===== config.mk =====
export PLATFORM = sky130hd
export DESIGN_NAME = line_array_flat
export DESIGN_NICKNAME = d
export VERILOG_FILES = /design/src/rtl/line_array_if.sv /design/src/rtl/line_array.sv /design/src/flat_wrapper.sv
export SDC_FILE = /design/constraint.sdc
export NUM_CORES = 2
export LEC_CHECK = 0
export BUFFER_PORTS_ARGS = -buffer_cell sky130_fd_sc_hd__buf_2
export CAP_MARGIN = 20
export CORE_MARGIN = 1.5
export CORE_UTILIZATION = 46
export CTS_CLUSTER_DIAMETER = 30
export CTS_CLUSTER_SIZE = 16
export DETAILED_ROUTE_END_ITERATION = 7
export PLACE_DENSITY = 0.69
export SETUP_SLACK_MARGIN = 0.4
export SYNTH_ARGS = -nofsm -noshare
export SYNTH_HDL_FRONTEND = slang
export SYNTH_SLANG_ARGS = --single-unit

===== constraint.sdc =====
create_clock -name clk -period 9.2 [get_ports clk]
set_input_delay 1.84 -clock clk [delete_from_list [all_inputs] [get_ports clk]]
set_output_delay 1.84 -clock clk [all_outputs]
set_load 0.1 [all_outputs]

===== src/rtl/line_array_if.sv =====
// ---------------------------------------------------------------------------
// line_array_if
// Request/response bundle between the cache controller (master) and one way
// of cache line storage (slave).
//   index      : entry select for read, write and invalidate
//   read       : capture entry[index] into the registered outputs
//   write      : merge datain into entry[index] under byte_en
//   byte_en    : byte lane enables, bit i covers datain[8i+7:8i]
//   datain     : write data
//   invalidate : clear valid[index]
//   flush      : start a full clear sequence (pulse)
//   dataout    : registered read data
//   valid_out  : registered valid bit of the entry read
//   busy       : clear sequence in progress, all requests ignored
// ---------------------------------------------------------------------------
interface line_array_if #(
    parameter int WIDTH = 128,
    parameter int DEPTH = 8
);
    localparam int IDX_W = $clog2(DEPTH);

    logic [IDX_W-1:0]   index;
    logic               read;
    logic               write;
    logic [WIDTH/8-1:0] byte_en;
    logic [WIDTH-1:0]   datain;
    logic               invalidate;
    logic               flush;
    logic [WIDTH-1:0]   dataout;
    logic               valid_out;
    logic               busy;

    modport master (
        output index, read, write, byte_en, datain, invalidate, flush,
        input  dataout, valid_out, busy
    );

    modport slave (
        input  index, read, write, byte_en, datain, invalidate, flush,
        output dataout, valid_out, busy
    );
endinterface


===== src/rtl/line_array.sv =====
// ---------------------------------------------------------------------------
// line_array
// Parametrised cache line storage for one cache way: DEPTH x WIDTH data bits
// plus a valid bit per entry. Byte-merged writes, single-entry invalidate,
// registered read port with write-first forwarding, and a clear sequencer
// that walks every entry after reset or on a flush request.
// Ports:
//   clk   : rising-edge clock
//   rst_n : synchronous, active-low reset (restarts the clear sequence)
//   bus   : line_array_if.slave request/response bundle
// ---------------------------------------------------------------------------
module line_array #(
    parameter  int WIDTH = 128,
    parameter  int DEPTH = 8,
    localparam int IDX_W = $clog2(DEPTH)
) (
    input  logic         clk,
    input  logic         rst_n,
    line_array_if.slave  bus
);
    localparam int NB = WIDTH / 8;

    typedef enum logic [0:0] {
        ST_CLEAR = 1'b0,
        ST_IDLE  = 1'b1
    } state_t;

    state_t             r_state;
    state_t             w_state_nxt;
    logic [IDX_W-1:0]   r_cnt;
    logic [WIDTH-1:0]   r_data [DEPTH];
    logic [DEPTH-1:0]   r_valid;
    logic [WIDTH-1:0]   r_dataout;
    logic               r_valid_out;

    logic               w_idle;
    logic               w_busy;
    logic               w_wr_en;
    logic               w_inv_en;
    logic               w_rd_en;
    logic [WIDTH-1:0]   w_cur_line;
    logic [WIDTH-1:0]   w_merged;
    logic [WIDTH-1:0]   w_rd_data;
    logic               w_rd_valid;

    // State register: reset always lands in CLEAR.
    always_ff @(posedge clk) begin
        if (!rst_n) begin
            r_state <= ST_CLEAR;
        end else begin
            r_state <= w_state_nxt;
        end
    end

    // Next-state logic: CLEAR exits after the last entry, flush re-enters.
    always_comb begin
        w_state_nxt = r_state;
        case (r_state)
            ST_CLEAR: begin
                if (r_cnt == IDX_W'(DEPTH - 1)) begin
                    w_state_nxt = ST_IDLE;
                end else begin
                    w_state_nxt = ST_CLEAR;
                end
            end
            ST_IDLE: begin
                if (bus.flush) begin
                    w_state_nxt = ST_CLEAR;
                end else begin
                    w_state_nxt = ST_IDLE;
                end
            end
            default: w_state_nxt = ST_CLEAR;
        endcase
    end

    // Output decode of the state machine.
    always_comb begin
        w_idle = (r_state == ST_IDLE);
        w_busy = (r_state == ST_CLEAR);
    end

    // Clear counter: held at 0 outside CLEAR so every clear starts at entry 0;
    // DEPTH is a power of two, so the increment wraps exactly at DEPTH-1.
    always_ff @(posedge clk) begin
        if (!rst_n) begin
            r_cnt <= {IDX_W{1'b0}};
        end else if (r_state == ST_CLEAR) begin
            r_cnt <= r_cnt + IDX_W'(1);
        end else begin
            r_cnt <= {IDX_W{1'b0}};
        end
    end

    // Request qualification: flush blanks every other request in its cycle,
    // and invalidate beats write.
    always_comb begin
        w_inv_en = w_idle & ~bus.flush & bus.invalidate;
        w_wr_en  = w_idle & ~bus.flush & bus.write & ~bus.invalidate;
        w_rd_en  = w_idle & ~bus.flush & bus.read;
    end

    // Byte-lane merge of write data over the current line contents.
    always_comb begin
        w_cur_line = r_data[bus.index];
        w_merged   = w_cur_line;
        for (int i = 0; i < NB; i++) begin
            if (bus.byte_en[i]) begin
                w_merged[8*i +: 8] = bus.datain[8*i +: 8];
            end else begin
                w_merged[8*i +: 8] = w_cur_line[8*i +: 8];
            end
        end
    end

    // Write-first forwarding: a read sees the entry as updated this cycle.
    always_comb begin
        if (w_wr_en) begin
            w_rd_data = w_merged;
        end else begin
            w_rd_data = w_cur_line;
        end
        if (w_inv_en) begin
            w_rd_valid = 1'b0;
        end else if (w_wr_en) begin
            w_rd_valid = 1'b1;
        end else begin
            w_rd_valid = r_valid[bus.index];
        end
    end

    // Storage update: sequencer clear, merged write, or invalidate.
    always_ff @(posedge clk) begin
        if (rst_n) begin
            if (r_state == ST_CLEAR) begin
                r_data[r_cnt]  <= {WIDTH{1'b0}};
                r_valid[r_cnt] <= 1'b0;
            end else if (w_wr_en) begin
                r_data[bus.index]  <= w_merged;
                r_valid[bus.index] <= 1'b1;
            end else if (w_inv_en) begin
                r_valid[bus.index] <= 1'b0;
            end
        end
    end

    // Registered read port: holds unless an accepted read captures new data.
    always_ff @(posedge clk) begin
        if (!rst_n) begin
            r_dataout   <= {WIDTH{1'b0}};
            r_valid_out <= 1'b0;
        end else if (w_rd_en) begin
            r_dataout   <= w_rd_data;
            r_valid_out <= w_rd_valid;
        end else begin
            r_dataout   <= r_dataout;
            r_valid_out <= r_valid_out;
        end
    end

    assign bus.dataout   = r_dataout;
    assign bus.valid_out = r_valid_out;
    assign bus.busy      = w_busy;
endmodule


===== src/flat_wrapper.sv =====
// flat-port wrapper written by rule: the top's interface ports become plain ports
module line_array_flat 
#(
    parameter  int WIDTH = 128,
    parameter  int DEPTH = 8,
    localparam int IDX_W = $clog2(DEPTH)
)
  (clk, rst_n, bus_index, bus_read, bus_write, bus_byte_en, bus_datain, bus_invalidate, bus_flush, bus_dataout, bus_valid_out, bus_busy);
  line_array_if #(.WIDTH(WIDTH), .DEPTH(DEPTH)) bus_i ();
  input  logic clk;
  input  logic rst_n;
  input wire logic [$bits(bus_i.index)-1:0] bus_index;
  input wire logic [$bits(bus_i.read)-1:0] bus_read;
  input wire logic [$bits(bus_i.write)-1:0] bus_write;
  input wire logic [$bits(bus_i.byte_en)-1:0] bus_byte_en;
  input wire logic [$bits(bus_i.datain)-1:0] bus_datain;
  input wire logic [$bits(bus_i.invalidate)-1:0] bus_invalidate;
  input wire logic [$bits(bus_i.flush)-1:0] bus_flush;
  output wire logic [$bits(bus_i.dataout)-1:0] bus_dataout;
  output wire logic [$bits(bus_i.valid_out)-1:0] bus_valid_out;
  output wire logic [$bits(bus_i.busy)-1:0] bus_busy;
  assign bus_i.index = bus_index;
  assign bus_i.read = bus_read;
  assign bus_i.write = bus_write;
  assign bus_i.byte_en = bus_byte_en;
  assign bus_i.datain = bus_datain;
  assign bus_i.invalidate = bus_invalidate;
  assign bus_i.flush = bus_flush;
  assign bus_dataout = bus_i.dataout;
  assign bus_valid_out = bus_i.valid_out;
  assign bus_busy = bus_i.busy;
  line_array #(.WIDTH(WIDTH), .DEPTH(DEPTH)) u_core (.clk(clk), .rst_n(rst_n), .bus(bus_i));
endmodule

# After elaboration in Yosys (flattened, before gate mapping)
# Memory sizes are Yosys's and may differ from the RTL's.
# Index checks and enable logic that the tools add are counted.
# word_totals
n_memories	1
input_bits	153
regBits	141
elab_cells	73
rom_bits	0
output_inout_bits	130
latch_bits	0
ramBits	1024
# op_classes
bitwise	14
n_reduce_logical	5
add_sub_neg	1
n_eq_ne	2
multipliers	0
shifts	0
div_mod_pow	0
muxes	41
n_lt_le_gt_ge	4
# mem_list
memory	depth	word_bits	rd	rd_ports_with_merged_regs	write_ports	line	source
u_core.r_data	8	128	1	0	1	line_array.sv:31	logic [WIDTH-1:0] r_data [DEPTH];
# ops
op	n
$mux 128	2
$mux 8	19
$reduce_or 128->1	1
$and 8x8->8	2
$not 8->8	2
$mux 1	15
$lt 3x4->1 const B	2
$or 8x8->8	1
$demux 1 s3	2
$ge 3x1->1 const B	2
$and 1x1->1	5
$not 1->1	4
$add 3x1->3 const B	1
$bmux 1 s3	1
$eq 3x3->1 const B	1
$mux 3	1
$ne 3x3->1 const B	1
$logic_and 1x1->1	2
$pmux 1 s2	1
$reduce_and 2->1	1
$reduce_or 2->1	1

# Longest topological paths before layout
# depth
word_depth	10
mapped_depth	7
depth_no_buf	4

# Worst setup path before layout
# Ideal clock, no wire load.
# synth_path
path_kind	input to register
from	in bus_index[1]
to	mem u_core.r_data[6][0] (enable)
setup_ns	0.617
slack_ns	0.491
path_buffers	3
t_arrival_ns	8.093
path_stages	6
required_time_ns	8.583
cell_sequence	buf_2 -> buf_2 -> buf_2 -> nand2_1 -> mux2_1 -> nor2_1
# synth_between
elab_chain_len	1
# synth_rtl
element	line	source
start: declaration	flat_wrapper.sv:12	input wire logic [$bits(bus_i.index)-1:0] bus_index;
$mux 3 (no source line)	n/a	
end: declaration	line_array.sv:31	
# Every way passes these cells.

# Worst setup path in the final report
# layout_path
from	in bus_index[1]
to	mem u_core.r_data[6][94] (data pin)
# layout_between
elab_chain_len	3
# layout_rtl
element	line	source
$mem_v2 8x128	n/a	
$mux 8	line_array.sv:108	if (bus.byte_en[i]) begin
$mux 128 (no source line)	n/a	
# Every way passes these cells.

==> reports/results.txt <==
Nets -> 2,879
number of synthesized register bits -> 1,165
Crit path max-delay family -> buffers and inverters
cell row count -> 115
Final Wtd Congestion -> 0.790
Syn Inst Count -> 2,350
Core Util, Final -> 0.561
count of input and output buffers -> 282
wire length per cell -> 26.5 microns
Mean Syn Cell Area -> 19.4 sq um
clk sinks -> 1,165
post-synthesis sequential area ratio -> 0.736
Critical Path, Cell by Cell -> buf_8, buf_4, mux4_2, mux2i_1, a211oi_1
Final Hold Viols -> 0
clk buf depth -> 3
largest net degree at the start of global routing -> 129
# placed instances -> 3,806
CTS tree -> built
worst-path fanout max -> 110
Inserted Clock Buffers -> 200
synth-to-layout area growth -> 20.8%
dpl hpwl -> 61.3 mm
Lkg Pwr -> 0.0199 uW
commonest non-fill, non-tap cell in the layout -> edfxtp_1
TritonRoute pass-1 iters -> 5
post-synthesis async set-or-reset flop share -> 0
crit path capture type -> flip-flop
global-route wire length before repair -> 166 mm
Filler cells -> 7,361
final setup vio count -> 0
worst min path class -> flip-flop to flip-flop
Mapped Nets -> 2,505
Synth Flop Type -> edfxtp_1
post-route minimum period -> 4.54 ns
skew final -> 0.0516 ns
initial antenna violation count -> 8
CP Class -> input port to flip-flop
Post-DRT Antenna Nets -> 0
core footprint -> 0.0984 sq mm
Cell Area, Synth -> 0.0457 sq mm
Setup TNS -> 0 ns
Congestion Overflow GR -> 0
CTS Hold Buffers Added -> 0
vias post-DR -> 24,838
Setup crit start kind -> input port
commonest non-fill, non-tap cells in the layout -> edfxtp_1, buf_2, mux4_2
post-CTS setup buffer count -> 0
Crit path buffers/inverters -> 2
All-Layer GR Usage -> 0.220
number of synthesis warnings -> 0
worst slew pin tran -> 1.28 ns
Die X-Extent -> 318 microns
clock slew at reported path FFs -> 0.05 ns
Post-synth EDFFs -> 1,032
pwr dens -> 253 mW/mm^2
slowest stage delay, CP -> 0.93 ns
R2R setup slack -> 5.23 ns
1st-iter DRT viols -> 2,645
Slew HR -> 0.146
vias in the first global route -> 25,935
WP data arrival -> 4.97 ns
total of max-cap violations -> 0
io pins -> 283
Final period util -> 0.493
VDD IR max -> 0.174 mV
Post-route DRC -> 0
Die Y -> 318 microns
total wire length -> 111 mm
Die ar. -> 0.101 sq mm
vias per cell -> 5.93
Root Driver -> clkbuf_16
H-Tree Depth -> 4
layout cell share with drive strength beyond 1 -> 0.318
RSZ-0062 raised after global routing -> no
outcome -> completed
Slew Limit Fails -> 0
Netlist cell types -> 45
Initial Utilization -> 0.464
worst skew pair latency -> 0.80 ns
max frequency -> 220 MHz
Critical Path Slowest Stage Cell -> a211oi_1
CTS resizes -> 0
hold slack -> 0.491 ns
fin cells -> 4,192
CP required -> 9.64 ns
## area by class of cell
class                           instances  area [sq um]  area share
Sequential cell                      1165         33700       0.610
Multi-Input combinational cell       1021         11000       0.200
Antenna cell                            4          10.0    0.000181
Clock inverter                        157          1920      0.0349
Tap cell                             1287          1610      0.0292
Inverter                               18          67.6     0.00122
Clock buffer                          222          5150      0.0933
Timing Repair Buffer                  318          1770      0.0320
## power breakdown
part	switching (uW)	internal, uW
Combinational	336	201
Clock	2740	4850
Sequential	29.0	5820
Total	3100	10900
## flip-flops by register name (all words and copies together), names as in the netlist, named ones only
signal / cells
u_core.r_data: 1024
u_core.bus.dataout: 128
u_core.r_cnt: 3
u_core.bus.valid_out: 1
u_core.r_state: 1
## synth_stat cells, types with 2 or more instances
| cell | number | area (sq um) |
|---|---|---|
| buf_4 | 6 | 45.0 |
| mux4_1 | 20 | 526 |
| mux2_1 | 2 | 22.5 |
| dfxtp_1 | 133 | 2660 |
| a21oi_1 | 8 | 40.0 |
| and2_1 | 2 | 12.5 |
| a32o_1 | 2 | 20.0 |
| a21o_1 | 16 | 120 |
| mux4_2 | 236 | 5320 |
| nand3_1 | 8 | 40.0 |
| ha_1 | 2 | 25.0 |
| edfxtp_1 | 1032 | 31000 |
| and3_1 | 19 | 119 |
| nor2b_1 | 6 | 37.5 |
| buf_2 | 61 | 305 |
| inv_1 | 17 | 63.8 |
| clkbuf_1 | 48 | 180 |
| buf_8 | 3 | 45.0 |
| mux2i_1 | 131 | 1310 |
| buf_12 | 21 | 420 |
| a211oi_1 | 128 | 961 |
| nand2_2 | 2 | 12.5 |
| nand2b_1 | 2 | 12.5 |
| nor2_1 | 141 | 529 |
| o21ai_1 | 130 | 651 |
| a22oi_1 | 129 | 968 |
| nor3b_1 | 2 | 15.0 |
| o31ai_1 | 2 | 15.0 |
| nand2_1 | 17 | 63.8 |
| buf_1 | 6 | 22.5 |
| o21ai_0 | 4 | 20.0 |
## worst reg2reg max path: cells and delay by family (launching register included)
kind	cells	cell delay [ns]
flip-flops	1	0.71
buffers and inverters	2	1.41
AO/OA/AOI/OAI	1	0.36
AND/OR/NAND/NOR	3	1.06
## stage by stage
stage / power [uW] / worst slack [ns] / instance area [sq um]
final: 14000 / 4.66 / 55200
after detailed placement: 6490 / 3.78 / 48100
after floorplan: 6330 / 0.491 / 45700
after global placement: 6470 / 3.90 / 48100
after CTS: 14100 / 4.60 / 55200
after global routing: 14300 / 4.44 / 55200
## worst paths after layout
| check | startpoint | endpoint | cells after the start |
|---|---|---|---|
| worst min-delay path | u_core.bus.dataout[91]$_SDFFE_PN0P_ | u_core.bus.dataout[91]$_SDFFE_PN0P_ | 2 |
| worst max-delay path | bus_index[1] | u_core.r_data[6][94]$_DFFE_PP_ | 5 |
| worst min register to register | u_core.bus.dataout[91]$_SDFFE_PN0P_ | u_core.bus.dataout[91]$_SDFFE_PN0P_ | 2 |
| worst max register to register | u_core.r_state$_SDFF_PN0_ | u_core.r_data[5][29]$_DFFE_PP_ | 6 |
## cells by family after synthesis
kind of cell / share of synthesized area
adders and majority gates: 0.000547
muxes: 0.157
AOI/OAI and AO/OA: 0.0625
and+or+nand+nor: 0.0193
buffers and inverters: 0.0240
DFF: 0.736
## layer usage
metal | vias up | GRT usage | share of wire | wire length (microns)
met5 | - | 0.00567 | 0.00019 | 21
met4 | 4 | 0.0809 | 0.027 | 3030
met3 | 214 | 0.0647 | 0.087 | 9670
met2 | 1116 | 0.334 | 0.46 | 51600
met1 | 12885 | 0.301 | 0.42 | 46800
li1 | 10619 | - | - | -
(Power assumes the default switching activity.)
